File: config.mk
export PLATFORM = sky130hd
export DESIGN_NAME = rr_arbitrated_fifos_flat
export DESIGN_NICKNAME = d
export VERILOG_FILES = /design/src/rtl/rr_arb_pkg.sv /design/src/rtl/rr_arbitrated_fifos_if.sv /design/src/rtl/rr_chan_fifo.sv /design/src/rtl/rr_arbitrated_fifos.sv /design/src/flat_wrapper.sv
export SDC_FILE = /design/constraint.sdc
export NUM_CORES = 1
export LEC_CHECK = 0
export CAP_MARGIN = 30
export CORE_UTILIZATION = 62
export CTS_CLUSTER_DIAMETER = 60
export DETAILED_ROUTE_END_ITERATION = 12
export PLACE_DENSITY = 0.87
export SETUP_SLACK_MARGIN = 0.5
export SLEW_MARGIN = 20
export SYNTH_ARGS = -nofsm -noshare
export SYNTH_HDL_FRONTEND = slang
export SYNTH_SLANG_ARGS = --single-unit
File: constraint.sdc
create_clock -name clk -period 6.7 [get_ports clk]
set_clock_uncertainty 0.2 [all_clocks]
set_input_delay 1.34 -clock clk [delete_from_list [all_inputs] [get_ports clk]]
set_output_delay 1.34 -clock clk [all_outputs]
set_load 0.05 [all_outputs]
File: src/rtl/rr_arb_pkg.sv
// rtl/rr_arb_pkg.sv - shared widths, reset constants and round-robin pick for rr_arbitrated_fifos
package rr_arb_pkg;

  localparam int MAX_CH = 32;

  localparam int   RST_PTR = 0;
  localparam logic RST_VLD = 1'b0;

  function automatic int clog2_min1(input int n);
    return (n <= 2) ? 1 : $clog2(n);
  endfunction

  // First requester at or after ptr, scanning upward and wrapping at n.
  function automatic logic [MAX_CH-1:0] rr_pick(input logic [MAX_CH-1:0] req,
                                                input int ptr, input int n);
    logic [MAX_CH-1:0] g;
    logic [MAX_CH-1:0] sh;
    logic              found;
    int                idx;
    g     = '0;
    found = 1'b0;
    for (int i = 0; i < MAX_CH; i++) begin
      if (i < n) begin
        idx = ptr + i;
        if (idx >= n) idx = idx - n;
        sh = req >> idx;
        if (!found && sh[0]) begin
          g     = g | (MAX_CH'(1) << idx);
          found = 1'b1;
        end
      end
    end
    return g;
  endfunction

endpackage

File: src/rtl/rr_arbitrated_fifos_if.sv
// rtl/rr_arbitrated_fifos_if.sv - producer/consumer bundle for rr_arbitrated_fifos
interface rr_arbitrated_fifos_if
  import rr_arb_pkg::*;
#(
  parameter int NUM_FIFOS = 4,
  parameter int WIDTH     = 8
);
  localparam int TAGWIDTH = clog2_min1(NUM_FIFOS);

  logic [NUM_FIFOS-1:0]       push;
  logic [NUM_FIFOS*WIDTH-1:0] flat_data_in;
  logic [NUM_FIFOS-1:0]       full;
  logic [NUM_FIFOS-1:0]       empty;
  logic [NUM_FIFOS-1:0]       overflow;
  logic                       out_vld;
  logic                       out_rdy;
  logic [WIDTH-1:0]           data_out;
  logic [TAGWIDTH-1:0]        out_tag;
  logic [NUM_FIFOS-1:0]       gnt;

  modport master (
    output push, flat_data_in, out_rdy,
    input  full, empty, overflow, out_vld, data_out, out_tag, gnt
  );

  modport slave (
    input  push, flat_data_in, out_rdy,
    output full, empty, overflow, out_vld, data_out, out_tag, gnt
  );

endinterface

File: src/rtl/rr_chan_fifo.sv
// rtl/rr_chan_fifo.sv - single-channel circular FIFO with count, full/empty and sticky overflow
module rr_chan_fifo
  import rr_arb_pkg::*;
#(
  parameter int WIDTH = 8,
  parameter int DEPTH = 4
) (
  input  logic             clk,
  input  logic             rst,
  input  logic             push_i,
  input  logic [WIDTH-1:0] data_i,
  input  logic             pop_i,
  output logic [WIDTH-1:0] head_o,
  output logic             full_o,
  output logic             empty_o,
  output logic             overflow_o
);
  localparam int CW = clog2_min1(DEPTH + 1);
  localparam int PW = clog2_min1(DEPTH);

  logic [WIDTH-1:0] mem_q [DEPTH];
  logic [PW-1:0]    wr_ptr_q, wr_ptr_d, rd_ptr_q, rd_ptr_d;
  logic [CW-1:0]    count_q, count_d;
  logic             ovf_q, ovf_d;
  logic             wr_en, rd_en;

  function automatic logic [PW-1:0] wrap_inc(input logic [PW-1:0] p);
    return (p == PW'(DEPTH - 1)) ? '0 : p + 1'b1;
  endfunction

  assign full_o     = (count_q == CW'(DEPTH));
  assign empty_o    = (count_q == '0);
  assign overflow_o = ovf_q;
  assign head_o     = mem_q[rd_ptr_q];

  // Fullness is judged on the current state, so a pop never makes room for a same-cycle push.
  assign wr_en = push_i & ~full_o;
  assign rd_en = pop_i & ~empty_o;

  always_comb begin
    wr_ptr_d = wr_en ? wrap_inc(wr_ptr_q) : wr_ptr_q;
    rd_ptr_d = rd_en ? wrap_inc(rd_ptr_q) : rd_ptr_q;
    ovf_d    = ovf_q | (push_i & full_o);
    count_d  = count_q;
    case ({wr_en, rd_en})
      2'b10:   count_d = count_q + 1'b1;
      2'b01:   count_d = count_q - 1'b1;
      default: count_d = count_q;
    endcase
  end

  always_ff @(posedge clk or posedge rst) begin
    if (rst) begin
      wr_ptr_q <= '0;
      rd_ptr_q <= '0;
      count_q  <= '0;
      ovf_q    <= 1'b0;
    end else begin
      wr_ptr_q <= wr_ptr_d;
      rd_ptr_q <= rd_ptr_d;
      count_q  <= count_d;
      ovf_q    <= ovf_d;
    end
  end

  always_ff @(posedge clk) begin
    if (wr_en) mem_q[wr_ptr_q] <= data_i;
  end

endmodule

File: src/rtl/rr_arbitrated_fifos.sv
// rtl/rr_arbitrated_fifos.sv - FIFO bank drained by a round-robin arbiter onto one valid/ready port
// Optional output skid register: RR_OUT_REG_EN.
module rr_arbitrated_fifos
  import rr_arb_pkg::*;
#(
  parameter int NUM_FIFOS = 4,
  parameter int WIDTH     = 8,
  parameter int DEPTH     = 4
) (
  input  logic                  clk,
  input  logic                  rst,
  rr_arbitrated_fifos_if.slave  bus
);
  localparam int TAGWIDTH = clog2_min1(NUM_FIFOS);

  logic [NUM_FIFOS-1:0] empty_w, full_w, ovf_w, pop_w, req_w, gnt_c;
  logic [WIDTH-1:0]     head_w [NUM_FIFOS];
  logic [TAGWIDTH-1:0]  rr_ptr_q, rr_ptr_d, tag_c;
  logic [WIDTH-1:0]     data_c;
  logic                 vld_c, adv_w;

  for (genvar gi = 0; gi < NUM_FIFOS; gi++) begin : g_ch
    rr_chan_fifo #(.WIDTH(WIDTH), .DEPTH(DEPTH)) u_fifo (
      .clk        (clk),
      .rst        (rst),
      .push_i     (bus.push[gi]),
      .data_i     (bus.flat_data_in[gi*WIDTH +: WIDTH]),
      .pop_i      (pop_w[gi]),
      .head_o     (head_w[gi]),
      .full_o     (full_w[gi]),
      .empty_o    (empty_w[gi]),
      .overflow_o (ovf_w[gi])
    );
  end

  assign req_w = ~empty_w;

  always_comb begin
    gnt_c  = NUM_FIFOS'(rr_pick(MAX_CH'(req_w), int'(rr_ptr_q), NUM_FIFOS));
    tag_c  = '0;
    data_c = '0;
    for (int i = 0; i < NUM_FIFOS; i++) begin
      if (gnt_c[i]) begin
        tag_c  = TAGWIDTH'(i);
        data_c = head_w[i];
      end
    end
    vld_c    = |gnt_c;
    rr_ptr_d = (int'(tag_c) == NUM_FIFOS - 1) ? '0 : tag_c + 1'b1;
  end

`ifdef RR_OUT_REG_EN
  logic                vld_q;
  logic [WIDTH-1:0]    data_q;
  logic [TAGWIDTH-1:0] tag_q;

  // Refill the slot whenever it is free or being drained, so back-to-back words flow at full rate.
  assign adv_w = vld_c & (~vld_q | bus.out_rdy);

  always_ff @(posedge clk or posedge rst) begin
    if (rst) begin
      vld_q  <= RST_VLD;
      data_q <= '0;
      tag_q  <= '0;
    end else if (adv_w) begin
      vld_q  <= 1'b1;
      data_q <= data_c;
      tag_q  <= tag_c;
    end else if (bus.out_rdy) begin
      vld_q  <= 1'b0;
      data_q <= '0;
      tag_q  <= '0;
    end
  end

  assign bus.out_vld  = vld_q;
  assign bus.data_out = data_q;
  assign bus.out_tag  = tag_q;
`else
  assign adv_w        = vld_c & bus.out_rdy;
  assign bus.out_vld  = vld_c;
  assign bus.data_out = data_c;
  assign bus.out_tag  = tag_c;
`endif

  assign pop_w = gnt_c & {NUM_FIFOS{adv_w}};

  always_ff @(posedge clk or posedge rst) begin
    if (rst)        rr_ptr_q <= TAGWIDTH'(RST_PTR);
    else if (adv_w) rr_ptr_q <= rr_ptr_d;
  end

  assign bus.gnt      = gnt_c;
  assign bus.full     = full_w;
  assign bus.empty    = empty_w;
  assign bus.overflow = ovf_w;

endmodule
File: src/flat_wrapper.sv
// flat-port wrapper written by rule: the top's interface ports become plain ports
module rr_arbitrated_fifos_flat import rr_arb_pkg::*;
#(
  parameter int NUM_FIFOS = 4,
  parameter int WIDTH     = 8,
  parameter int DEPTH     = 4
)
  (clk, rst, bus_push, bus_flat_data_in, bus_out_rdy, bus_full, bus_empty, bus_overflow, bus_out_vld, bus_data_out, bus_out_tag, bus_gnt);
  rr_arbitrated_fifos_if #(.NUM_FIFOS(NUM_FIFOS), .WIDTH(WIDTH)) bus_i ();
  input  logic clk;
  input  logic rst;
  input wire logic [$bits(bus_i.push)-1:0] bus_push;
  input wire logic [$bits(bus_i.flat_data_in)-1:0] bus_flat_data_in;
  input wire logic [$bits(bus_i.out_rdy)-1:0] bus_out_rdy;
  output wire logic [$bits(bus_i.full)-1:0] bus_full;
  output wire logic [$bits(bus_i.empty)-1:0] bus_empty;
  output wire logic [$bits(bus_i.overflow)-1:0] bus_overflow;
  output wire logic [$bits(bus_i.out_vld)-1:0] bus_out_vld;
  output wire logic [$bits(bus_i.data_out)-1:0] bus_data_out;
  output wire logic [$bits(bus_i.out_tag)-1:0] bus_out_tag;
  output wire logic [$bits(bus_i.gnt)-1:0] bus_gnt;
  assign bus_i.push = bus_push;
  assign bus_i.flat_data_in = bus_flat_data_in;
  assign bus_i.out_rdy = bus_out_rdy;
  assign bus_full = bus_i.full;
  assign bus_empty = bus_i.empty;
  assign bus_overflow = bus_i.overflow;
  assign bus_out_vld = bus_i.out_vld;
  assign bus_data_out = bus_i.data_out;
  assign bus_out_tag = bus_i.out_tag;
  assign bus_gnt = bus_i.gnt;
  rr_arbitrated_fifos #(.NUM_FIFOS(NUM_FIFOS), .WIDTH(WIDTH), .DEPTH(DEPTH)) u_core (.clk(clk), .rst(rst), .bus(bus_i));
endmodule
**Word-level counts from Yosys, hierarchy flattened**

Memory sizes are Yosys's and may differ from the RTL's.
Index checks and enable logic that the tools add are counted.

- $add $sub $neg: 24
- $mul: 0
- Divide/modulo/power cells: 0
- Magnitude comparators: 4
- Equal/unequal tests: 21
- Shifts and indexed selects: 8
- Mux-type cells: 39
- Bitwise gates (word level): 30
- Reductions and logical operators: 15

Operator list:

| cell | number |
|---|---|
| 32-bit two-way mux | 4 |
| 1-bit by 32-bit << shifter with 4-bit output, first input constant | 4 |
| 4-bit by 32-bit right shift with 1-bit output | 4 |
| 32-bit by 4-bit >= comparator with 1-bit output, second input constant | 3 |
| 32-bit by 4-bit subtractor with 32-bit output, second input constant | 3 |
| 8-bit two-way mux | 4 |
| 2-bit == test, second input constant | 12 |
| 3-bit case mux with 2 select lines | 4 |
| 2-bit two-way mux | 11 |
| 2-bit by 1-bit adder with 2-bit output, second input constant | 9 |
| 4-bit two-way mux | 4 |
| 1-bit bitwise AND | 13 |
| 3-bit by 1-bit adder with 3-bit output, second input constant | 4 |
| 3-bit == test, second input constant | 4 |
| 3-bit zero test | 4 |
| 1-bit two-way mux | 12 |
| 4-bit OR | 3 |
| 3-bit by 1-bit subtractor with 3-bit output, second input constant | 4 |
| 2-bit by 1-bit == test with 1-bit output, second input constant | 5 |
| 1-bit inverter | 8 |
| 2-bit nonzero test | 4 |
| 2-bit by 2-bit adder with 3-bit output, second input constant | 2 |
| 4-bit bitwise AND | 1 |
| 4-bit inverter | 1 |
| 7 further kinds | 14 |

- Bits in registers: 34
- Latch bits: 0
- Bits in writable memories: 128
- Memory bits (read-only): 0
- Input bits: 39
- Output and inout port bits: 27
- Word-level logic and storage cells: 162
- Memories kept: 4

Memory list:

| memory | depth | width | read ports | clocked after Yosys merged registers in | write ports | line | RTL |
|---|---|---|---|---|---|---|---|
| u_core.g_ch[0].u_fifo.mem_q | 4 | 8 | 1 | 0 | 1 | rr_chan_fifo.sv:21 | `logic [WIDTH-1:0] mem_q [DEPTH];` |
| u_core.g_ch[1].u_fifo.mem_q | 4 | 8 | 1 | 0 | 1 | rr_chan_fifo.sv:21 |  |
| u_core.g_ch[2].u_fifo.mem_q | 4 | 8 | 1 | 0 | 1 | rr_chan_fifo.sv:21 |  |
| u_core.g_ch[3].u_fifo.mem_q | 4 | 8 | 1 | 0 | 1 | rr_chan_fifo.sv:21 |  |

**Logic depth before layout (Yosys ltp)**

Gate-level depths: netlist of run 1.

- Depth after elaboration: 19
- Depth in mapped cells: 15
- Gate-level depth less buffers: 14

**Hierarchy**

From an unflattened synthesis of run 1, not the netlist that was laid out.

- Cell total of the unflattened synthesis: 447
- Area total of the unflattened synthesis: 7533.5 µm²

By module, submodules not included:

| module | times used | cells an instance | area an instance (µm²) | sequential area each (µm²) |
|---|---|---|---|---|
| rr_chan_fifo | 4 | 85 | 1670.4 | 1161.1 |
| rr_arbitrated_fifos | 1 | 107 | 852.1 | 50.0 |

**Worst setup path before layout of run 1**

Ideal clock, no wire load.

- Path kind: register to output
- Start point: register u_core.rr_ptr_q[0]
- End point: output bus_data_out[0]
- Data arrival time: 3893 ps
- Required time: 5160 ps
- Path slack: 1267 ps
- Stages on the path, launching flop included: 10
- Path buffers: 2
- Path through: dfrtp_1 > buf_4 > inv_1 > ha_1 > or4b_4 > a211oi_1 > a211o_1 > clkbuf_1 > nand3_1 > a31oi_1

- Word-level cells in the longest chain between the ends: 17
- Elaborated cells between the ends (all ways): 43
- Those cells by class: add/sub (7); order compare (4); shift (8); mux (15); bitwise (3); reduce/logical (6)

RTL lines:

| item | line | RTL |
|---|---|---|
| start: declaration | rr_arbitrated_fifos.sv:18 | `logic [TAGWIDTH-1:0] rr_ptr_q, rr_ptr_d, tag_c;` |
| start signal: assignment | rr_arbitrated_fifos.sv:89 | `if (rst) rr_ptr_q <= TAGWIDTH'(RST_PTR);` |
| start signal: assignment | rr_arbitrated_fifos.sv:90 | `else if (adv_w) rr_ptr_q <= rr_ptr_d;` |
| branches (longest 12 deep; another with 32-bit by 4-bit subtractor with 32-bit output) | -- |  |
| 4-bit two-way mux (*) | rr_arb_pkg.sv:27 | `if (!found && sh[0]) begin` |
| net bus_gnt[0] | flat_wrapper.sv:21 | `output wire logic [$bits(bus_i.gnt)-1:0] bus_gnt;` |
| 8-bit two-way mux (*) (4 in a row) | rr_arbitrated_fifos.sv:43 | `if (gnt_c[i]) begin` |
| end: declaration | flat_wrapper.sv:19 | `output wire logic [$bits(bus_i.data_out)-1:0] bus_data_out;` |

Mark *: on every way through the listed nets, which the timed path passes.

**Final worst setup path of run 1**

- Start point: register u_core.rr_ptr_q[0]
- End point: output bus_data_out[6]

- Word-level cells in the longest chain between the ends: 17
- Elaborated cells between the ends (all ways): 43
- Those cells by class: add/sub (7); order compare (4); shift (8); mux (15); bitwise (3); reduce/logical (6)

RTL lines:

| item | line |
|---|---|
| branches (longest 12 deep; another with 32-bit by 4-bit subtractor with 32-bit output) | -- |
| 4-bit two-way mux (*) | rr_arb_pkg.sv:27 |
| 8-bit two-way mux (3 in a row) | rr_arbitrated_fifos.sv:43 |
| 8-bit two-way mux (*) | rr_arbitrated_fifos.sv:43 |

Every way passes the cells marked *.

==> results of run 1 <==
==> worst max-delay path by stage <==
stage	from	endpoint	slack [ps]	depth (start not counted)
6_report	u_core.rr_ptr_q[0]	bus_data_out[6]	740	8
5_1_grt	u_core.rr_ptr_q[0]	bus_data_out[1]	510	8
4_1_cts	u_core.rr_ptr_q[0]	bus_data_out[1]	530	8
3_5_place_dp	u_core.rr_ptr_q[0]	bus_data_out[1]	990	8
3_3_place_gp	u_core.rr_ptr_q[0]	bus_data_out[6]	1120	8
2_1_floorplan	u_core.rr_ptr_q[0]	bus_data_out[0]	1270	9
==> flip-flops by register name, indices dropped and copies added, names as in the netlist <==
name and cells:
u_core.g_ch.u_fifo.mem_q 128, u_core.g_ch.u_fifo.count_q 12, u_core.g_ch.u_fifo.rd_ptr_q 8, u_core.g_ch.u_fifo.wr_ptr_q 8, u_core.g_ch.u_fifo.overflow_o 4, u_core.rr_ptr_q 2
==> cells by family (layout without fill, tap and decap cells) <==
kind of cell             count (synthesis)  after routing  synth area share, %
AO/OA/AOI/OAI                           55             55                 5.63
multiplexers                            52             52                 12.6
buffers and inverters                   68            144                 4.14
AND/OR/NAND/NOR                         90             90                 7.45
flip-flops                             162            162                 62.4
adder cells (fa/ha/maj)                 36             36                 6.38
XOR/XNOR                                12             12                 1.40
==> repair_timing <==
item                       CTS  global route
setup buffers                0             2
resized for setup            0             1
setup endpoints to repair    0            10
==> metrics by stage <==
| stage | utilization, % | cell area, sq um |
|---|---|---|
| after floorplan | - | 7530 |
| after global placement | 70.8 | 8230 |
| after detailed placement | 70.8 | 8230 |
| after CTS | 75.6 | 8780 |
| after global routing | 75.8 | 8800 |
| final | 75.8 | 8800 |
==> cells in the mapped netlist, types with 2 or more instances <==
master,n
nand2_1,12
a31oi_1,8
ha_1,32
or3_1,4
nor3_1,2
a2111oi_0,3
nand2b_1,8
nand3_1,10
nor3_2,3
mux2_4,2
fa_1,4
mux2i_1,10
nor4_2,2
o211ai_1,3
xor2_1,8
buf_4,14
a21o_1,6
nor2_1,13
a21oi_1,2
and2_1,3
buf_1,8
inv_1,40
mux2_2,7
o21ai_0,13
edfxtp_1,128
a211oi_1,2
a211o_1,2
dfrtp_1,34
o21bai_1,9
mux4_2,33
xnor2_1,4
and3_1,19
buf_2,3
inv_2,2
==> cell type report <==
type | instances | area [sq um]
Sequential cell | 162 | 4690
Fill cell | 709 | 2810
Multi-Input combinational cell | 245 | 2520
Timing Repair Buffer | 70 | 688
Clock buffer | 23 | 448
Tap cell | 143 | 179
Inverter | 42 | 158
Clock inverter | 9 | 109
==> per-layer routing <==
metal | part of all wire (%) | vias up | wire [um] | track usage, %
met2 | 49 | 145 | 7310 | 40.1
met1 | 42 | 2129 | 6240 | 32.8
met4 | 3.6 | 0 | 533 | 13.1
met3 | 5.0 | 36 | 741 | 5.51
li1 | - | 1922 | - | -
met5 | 0 | - | 0 | 0
==> flow_summary_export.csv, run 1 <==
group,metric,value,unit
cts,numCtsBuffers,17,
grt,grt_first_pass_wirelength,23200,um
floorplan,die_w,112,um
worst_setup_path,required,5160,ps
timing,relSlewSlack,51.2,%
synthesis,synth_nets,550,
timing,layout_min_cycle_time,5960,ps
place,port_buffers,65,
worst_setup_path,r2r_cells,12,
worst_setup_path,critPathSlowestCell,"clkdlybuf4s50_1",
grt,antenna_found_initial,0,
cts,cts-root-buf,"clkbuf_16",
worst_setup_path,critPathBufInv,2,
synthesis,ys_seq_elements,162,
synthesis,ys_seq_area_share,62.4,%
place,hpwlAfterDp,10700,um
status,violations,"DRC",
synthesis,synthFlopType,"edfxtp_1",
floorplan,die_area,12600,sq um
finish,diodes,0,
cts,cts_buffer_depth,2,
status,status,"finished, violations left",
cts,cts_tree,"built",
timing,finalHoldViolations,0,
worst_hold_path,holdCritStartpoint,"u_core.g_ch[0].u_fifo.overflow_o",
worst_hold_path,hold_class,"reg -> reg",
floorplan,num_rows,39,
route,wire_per_inst,21.4,um
worst_setup_path,cp_top_family,"buffers and inverters",
cts,holdBufCountCts,0,
route,drc_errors,6,
floorplan,ioPinCount,66,
grt,grt_pass1_vias,4444,
route,routed_via_density,6.10,
cts,path_clk_slew,60,ps
place,dpl.cell_count,660,
worst_setup_path,endpoint_kind,"output port",
timing,min_period_over_period,89.0,%
worst_setup_path,critical-path-max-stage-delay,850,ps
cts,cts.sinks,162,
job,maxCapViolations,0,
synthesis,synth_top_cell_by_area,"edfxtp_1",
route,vias,4232,
place,gp_congestion,0.936,
floorplan,core_area,11600,sq um
route,ant_nets,0,
synthesis,synthArstFlopShare,21.0,%
worst_setup_path,critPathLaunchType,"register",
finish,areaGrowthSynthToFinish,16.9,%
worst_hold_path,holdPathStages,1,
worst_setup_path,crit_fanout,17,
finish,final_common_cell,"edfxtp_1",
finish,fin_cells,694,
timing,finalSetupTns,0,ps
worst_setup_path,crit_arrival,4420,ps
floorplan,die_y,112,um
worst_setup_path,path_cells,"inv_1 > ha_1 > or4b_4 > a211oi_1 > a211o_1 > nand3_1 > a31oi_1 > clkdlybuf4s50_1",
grt,grt_usage,25.1,%
synthesis,synth.top_cell.area_share,51.1,%
cts,clk_latency,410,ps
grt,overflow,0,
grt,grt_max_degree,19,
route,drtIter0Drc,362,
synthesis,synth_warnings,0,
timing,max_freq,168,MHz
place,post-place-ws,987,ps
worst_setup_path,reg2reg_to,"u_core.g_ch[0].u_fifo.count_q[2]",
timing,setup_violations,0,
timing,tightest_slew,713,ps
synthesis,syn_area,7530,sq um
worst_hold_path,min_to,"u_core.g_ch[0].u_fifo.overflow_o",
worst_setup_path,r2r-start,"u_core.rr_ptr_q[0]",
cts,htree_levels,4,
finish,fin_nets,613,
route,drt_wl_total,14800,um
timing,worst_slack,737,ps
synthesis,synth_edf_count,128,
synthesis,syn_inst,475,
floorplan,start_util,64.8,%
route,firstDrtPassIters,9,
timing,drv_slew,0,
timing,holdWs,255,ps
finish,drive_above_1_share,16.7,%
timing,rsz0062_at_grt,"false",
worst_setup_path,critical_path_class,"reg -> out",
finish,layout_common_cells,"edfxtp_1 (128), clkdlybuf4s50_1 (65), inv_1 (40), dfrtp_1 (34), mux4_2 (33)",
synthesis,synth.area.top_cells,"edfxtp_1 (51%), dfrtp_1 (11%), mux4_2 (9.9%)",
synthesis,syn_avg_cell_area,15.8,sq um
worst_setup_path,r2r_slack,2150,ps
synthesis,synth.distinct_cells,56,
Power of run 1 is not shown: default switching activity piles up to over one toggle a cycle in this logic, so the estimate is an artifact.
==> run 2, diff against run 1 <==
Settings changed: CORE_UTILIZATION 62 to 28, PLACE_DENSITY 0.87 to default, REMOVE_ABC_BUFFERS from default to 1.
==> run 2 against run 1 <==
  * The flow still finishes with violations (DRC)
  * Cell count grew 27%
  * Global-route usage shrank 13 points
  * Die area grew 120%
  * Maximum frequency shrank 0.75%
  * Register-to-register slack gained 150 ps
  * Wire length grew 9.1%
  * Non-clock buffer count shrank 3
  * Worst setup slack lost 45 ps
  * Count of clock-buffer cells in the layout shrank 4
  * Critical endpoint is now bus_data_out[7]
==> flow_summary_export.csv, run 2 (synthesis gave the netlist of run 1 again) <==
group,metric,value,unit
cts,cts.sinks,162,
cts,htree_levels,4,
finish,fin_nets,610,
timing,finalSetupTns,0,ps
worst_setup_path,endpoint_kind,"output port",
grt,grt_first_pass_wirelength,25100,um
finish,largest-register,"u_core.g_ch.u_fifo.mem_q",
worst_setup_path,crit_fanout,17,
job,maxCapViolations,0,
timing,rsz0062_at_grt,"false",
grt,overflow,0,
timing,drv_slew,0,
worst_setup_path,critPathLaunchType,"register",
worst_setup_path,crit_arrival,4470,ps
grt,grt_usage,12.2,%
timing,layout_min_cycle_time,6010,ps
finish,largest_reg_flops,128,
worst_setup_path,critical_path_class,"reg -> out",
cts,numCtsBuffers,17,
finish,final_common_cell,"edfxtp_1",
floorplan,start_util,28.7,%
timing,relSlewSlack,49.7,%
status,violations,"DRC",
timing,setup_violations,0,
timing,finalHoldViolations,0,
finish,areaGrowthSynthToFinish,20.2,%
route,ant_nets,0,
grt,grt_max_degree,35,
cts,cts_tree,"built",
worst_hold_path,hold_class,"reg -> reg",
cts,holdBufCountCts,0,
route,wire_per_inst,18.3,um
worst_setup_path,required,5160,ps
route,drt_wl_total,16200,um
place,port_buffers,65,
timing,min_period_over_period,89.7,%
finish,diodes,0,
grt,antenna_found_initial,0,
cts,clk_latency,420,ps
timing,max_freq,166,MHz
floorplan,core_area,26200,sq um
cts,path_clk_slew,60,ps
finish,top_regs,"u_core.g_ch.u_fifo.mem_q: 128 flops, u_core.g_ch.u_fifo.count_q: 12 flops",
status,status,"finished, violations left",
floorplan,die_area,27500,sq um
cts,cts-root-buf,"clkbuf_16",
place,gp_congestion,0.764,
route,firstDrtPassIters,9,
floorplan,num_rows,59,
place,hpwlAfterDp,11800,um
floorplan,ioPinCount,66,
finish,drive_above_1_share,17.2,%
grt,grt_pass1_vias,4411,
floorplan,die_y,166,um
finish,layout_common_cells,"edfxtp_1 (128), clkdlybuf4s50_1 (65), inv_1 (40), mux4_2 (33), dfrtp_1 (33)",
route,drc_errors,5,
floorplan,die_w,166,um
worst_setup_path,r2r_slack,2300,ps
timing,tightest_slew,735,ps
cts,cts_buffer_depth,2,
cts,cts_setup_buffers,0,
route,routed_via_density,4.76,
route,drtIter0Drc,209,
route,vias,4202,
[run 2: layer usage]
metal | GRT usage, % | vias up | part of all wire, %
li1 | - | 1914 | -
met4 | 3.90 | 0 | 1.1
met1 | 16.1 | 2149 | 45
met5 | 0 | - | 0
met2 | 19.7 | 124 | 49
met3 | 3.10 | 15 | 5.3
[run 2: worst paths after layout]
check                                              endpoint  cells after the start                             start
hold reg to reg            u_core.g_ch[3].u_fifo.overflow_o                      1  u_core.g_ch[3].u_fifo.overflow_o
setup / recovery                            bus_data_out[7]                      8                u_core.rr_ptr_q[0]
setup reg to reg           u_core.g_ch[0].u_fifo.count_q[2]                     12                u_core.rr_ptr_q[0]
hold / removal             u_core.g_ch[3].u_fifo.overflow_o                      1  u_core.g_ch[3].u_fifo.overflow_o
max in group asynchronous                u_core.rr_ptr_q[0]                      3                               rst
min in group asynchronous  u_core.g_ch[1].u_fifo.overflow_o                      3                               rst
[run 2: critical path, stage by stage, from the launching register on]
cell	delay, ps
dfrtp_2	560
inv_1	190
ha_1	430
or4b_4	590
a211oi_1	410
a211o_1	470
nand3_1	140
a31oi_1	370
clkdlybuf4s50_1	880
[run 2: through the flow]
step	util, %	area [sq um]	instances	worst slack (ps)	hold WS, ps
2_1_floorplan	-	7370	449	1170	315
3_3_place_gp	32.3	8460	851	991	242
3_5_place_dp	32.3	8460	851	797	243
4_1_cts	34.5	9040	883	506	258
5_1_grt	34.5	9050	883	535	290
6_report	34.5	9050	883	692	253
[run 2: layout make-up]
| class | instances | area, sq um |
|---|---|---|
| fillers | 2492 | 17200 |
| clock buffers | 19 | 433 |
| flip-flops and latches | 162 | 4700 |
| clock inverters | 13 | 150 |
| multi-input cells | 245 | 2520 |
| inverters | 42 | 158 |
| repair buffers | 67 | 666 |
| well taps | 335 | 419 |
[run 2: repair_timing]
item | in CTS | in global routing
endpoints found under the setup margin | 8 | 9
gates resized for setup | 2 | 1
endpoints found under the hold margin | 0 | 0
Power of run 2 is left out for the same reason.
==> run 3, diff against run 2 <==
Settings changed: CORE_ASPECT_RATIO from default to 0.6, CORE_UTILIZATION 28 to 60, PLACE_DENSITY from default to 0.82.
==> run 3 against run 2 <==
  * The flow now finishes without violations
  * Critical path depth stayed put
  * Wire length is 7.2% lower
  * Die area is 53% lower
  * Non-clock buffer count is 1 higher
==> flow_summary_export.csv, run 3 (synthesis gave the netlist of run 1 again) <==
group,metric,value,unit
status,status,"finished clean",
worst_setup_path,cp_top_family,"compound AO/OA/AOI/OAI gates",
finish,ff_latch_area,4690,sq um
grt,top_usage_layer,"met2",
grt,grt_pass1_vias,4294,
floorplan,die_w,147,um
cts,cts_buffer_depth,2,
cts,cts_tree,"built",
route,drc_errors,0,
cts,holdBufCountCts,0,
finish,largest-register,"u_core.g_ch.u_fifo.mem_q",
worst_setup_path,critPathLaunchType,"register",
finish,largest_reg_flops,128,
grt,grt_max_degree,32,
cts,clk_latency,430,ps
worst_setup_path,critical_path_class,"reg -> out",
route,drtIter0Drc,257,
grt,overflow,0,
route,wire_per_inst,21.0,um
route,firstDrtPassIters,4,
cts,cts-root-buf,"clkbuf_16",
finish,final_common_cell,"edfxtp_1",
floorplan,start_util,62.0,%
worst_setup_path,critPathSlowestCell,"clkdlybuf4s50_1",
job,maxCapViolations,0,
timing,drv_slew,0,
floorplan,core_area,12100,sq um
cts,cts_setup_buffers,0,
floorplan,num_rows,31,
finish,top_regs,"u_core.g_ch.u_fifo.mem_q: 128 flops, u_core.g_ch.u_fifo.count_q: 12 flops",
finish,fin_nets,611,
cts,cts.sinks,162,
place,port_buffers,65,
grt,grtUsageMet3,6.29,%
cts,ctsResizeCount,0,
timing,relSlewSlack,39.3,%
grt,antenna_found_initial,0,
worst_setup_path,critPathBufInv,1,
grt,grt_use_met1,35.0,%
timing,max_freq,169,MHz
floorplan,die_area,13000,sq um
place,gp_congestion,0.895,
route,drt_wl_total,15000,um
finish,areaGrowthSynthToFinish,17.2,%
cts,path_clk_slew,70,ps
route,routed_via_density,5.95,
timing,finalHoldViolations,0,
finish,n_fill_cell,740,
timing,layout_min_cycle_time,5930,ps
finish,multi_input_area,2520,sq um
timing,rsz0062_at_grt,"false",
timing,tightest_slew,887,ps
finish,layout_common_cells,"edfxtp_1 (128), clkdlybuf4s50_1 (65), inv_1 (40), dfrtp_1 (34), mux4_2 (33)",
timing,min_period_over_period,88.4,%
floorplan,die_y,88.8,um
grt,grt_usage,25.3,%
timing,setup_violations,0,
place,hpwlAfterDp,10600,um
finish,diodes,0,
floorplan,ioPinCount,66,
cts,htree_levels,4,
worst_setup_path,crit_arrival,4390,ps
grt,met2_usage,38.6,%
worst_setup_path,path_cells,"nor3_2 > mux4_2 > nand3_1 > a211oi_1 > a211o_1 > mux2i_1 > a31oi_1 > clkdlybuf4s50_1",
worst_setup_path,critical-path-max-stage-delay,820,ps
worst_setup_path,endpoint_kind,"output port",
timing,finalSetupTns,0,ps
worst_hold_path,hold_class,"reg -> reg",
worst_setup_path,required,5160,ps
route,ant_nets,0,
grt,grt_first_pass_wirelength,23400,um
route,vias,4246,
worst_setup_path,crit_fanout,15,
finish,drive_above_1_share,17.3,%
cts,numCtsBuffers,17,
## run 3: final cells by class
cell class | count | share of cell area (%)
flip-flops and latches | 162 | 53.2
multi-input cells | 245 | 28.6
repair buffers | 68 | 7.63
clock buffers | 17 | 4.82
well taps | 165 | 2.34
inverters | 42 | 1.79
clock inverters | 15 | 1.64
## run 3: worst paths after layout
path | cells past startpoint | end | slack, ps | from
worst max register to register | 13 | u_core.g_ch[3].u_fifo.count_q[2] | 2300 | u_core.g_ch[1].u_fifo.count_q[2]
worst min register to register | 1 | u_core.g_ch[1].u_fifo.overflow_o | 260 | u_core.g_ch[1].u_fifo.overflow_o
max in group asynchronous | 3 | u_core.g_ch[0].u_fifo.rd_ptr_q[1] | 4770 | rst
worst max-delay path | 8 | bus_data_out[6] | 770 | u_core.g_ch[1].u_fifo.count_q[2]
worst min-delay path | 1 | u_core.g_ch[1].u_fifo.overflow_o | 260 | u_core.g_ch[1].u_fifo.overflow_o
min in group asynchronous | 2 | u_core.g_ch[1].u_fifo.wr_ptr_q[1] | 890 | rst
## run 3: worst reg2reg max path: stages, from the launching register on
cell and delay (ps):
dfrtp_1 440, nor3_2 480, mux4_2 510, nand3_1 190
a211oi_1 410, a211o_1 630, nand3b_1 310, inv_1 120
ha_1 180, inv_1 60, fa_1 370, xor2_1 150
nor2_1 120, xor2_1 150
## run 3: layer usage
| layer | routed length, um | vias up |
|---|---|---|
| li1 | - | 1928 |
| met1 | 7010 | 2160 |
| met2 | 6860 | 126 |
| met3 | 762 | 32 |
| met4 | 379 | 0 |
| met5 | 0 | - |
## run 3: through the flow
step / instance area, sq um / hold WS, ps / utilization, % / setup slack, ps / std cells
after global routing: 8820 / 296 / 72.7 / 562 / 714
after detailed placement: 8250 / 248 / 68.0 / 1260 / 682
after floorplan: 7370 / 315 / - / 1170 / 449
final: 8820 / 259 / 72.7 / 775 / 714
after global placement: 8250 / 239 / 67.9 / 1160 / 681
after CTS: 8820 / 264 / 72.7 / 767 / 714
Power of run 3 is left out for the same reason.
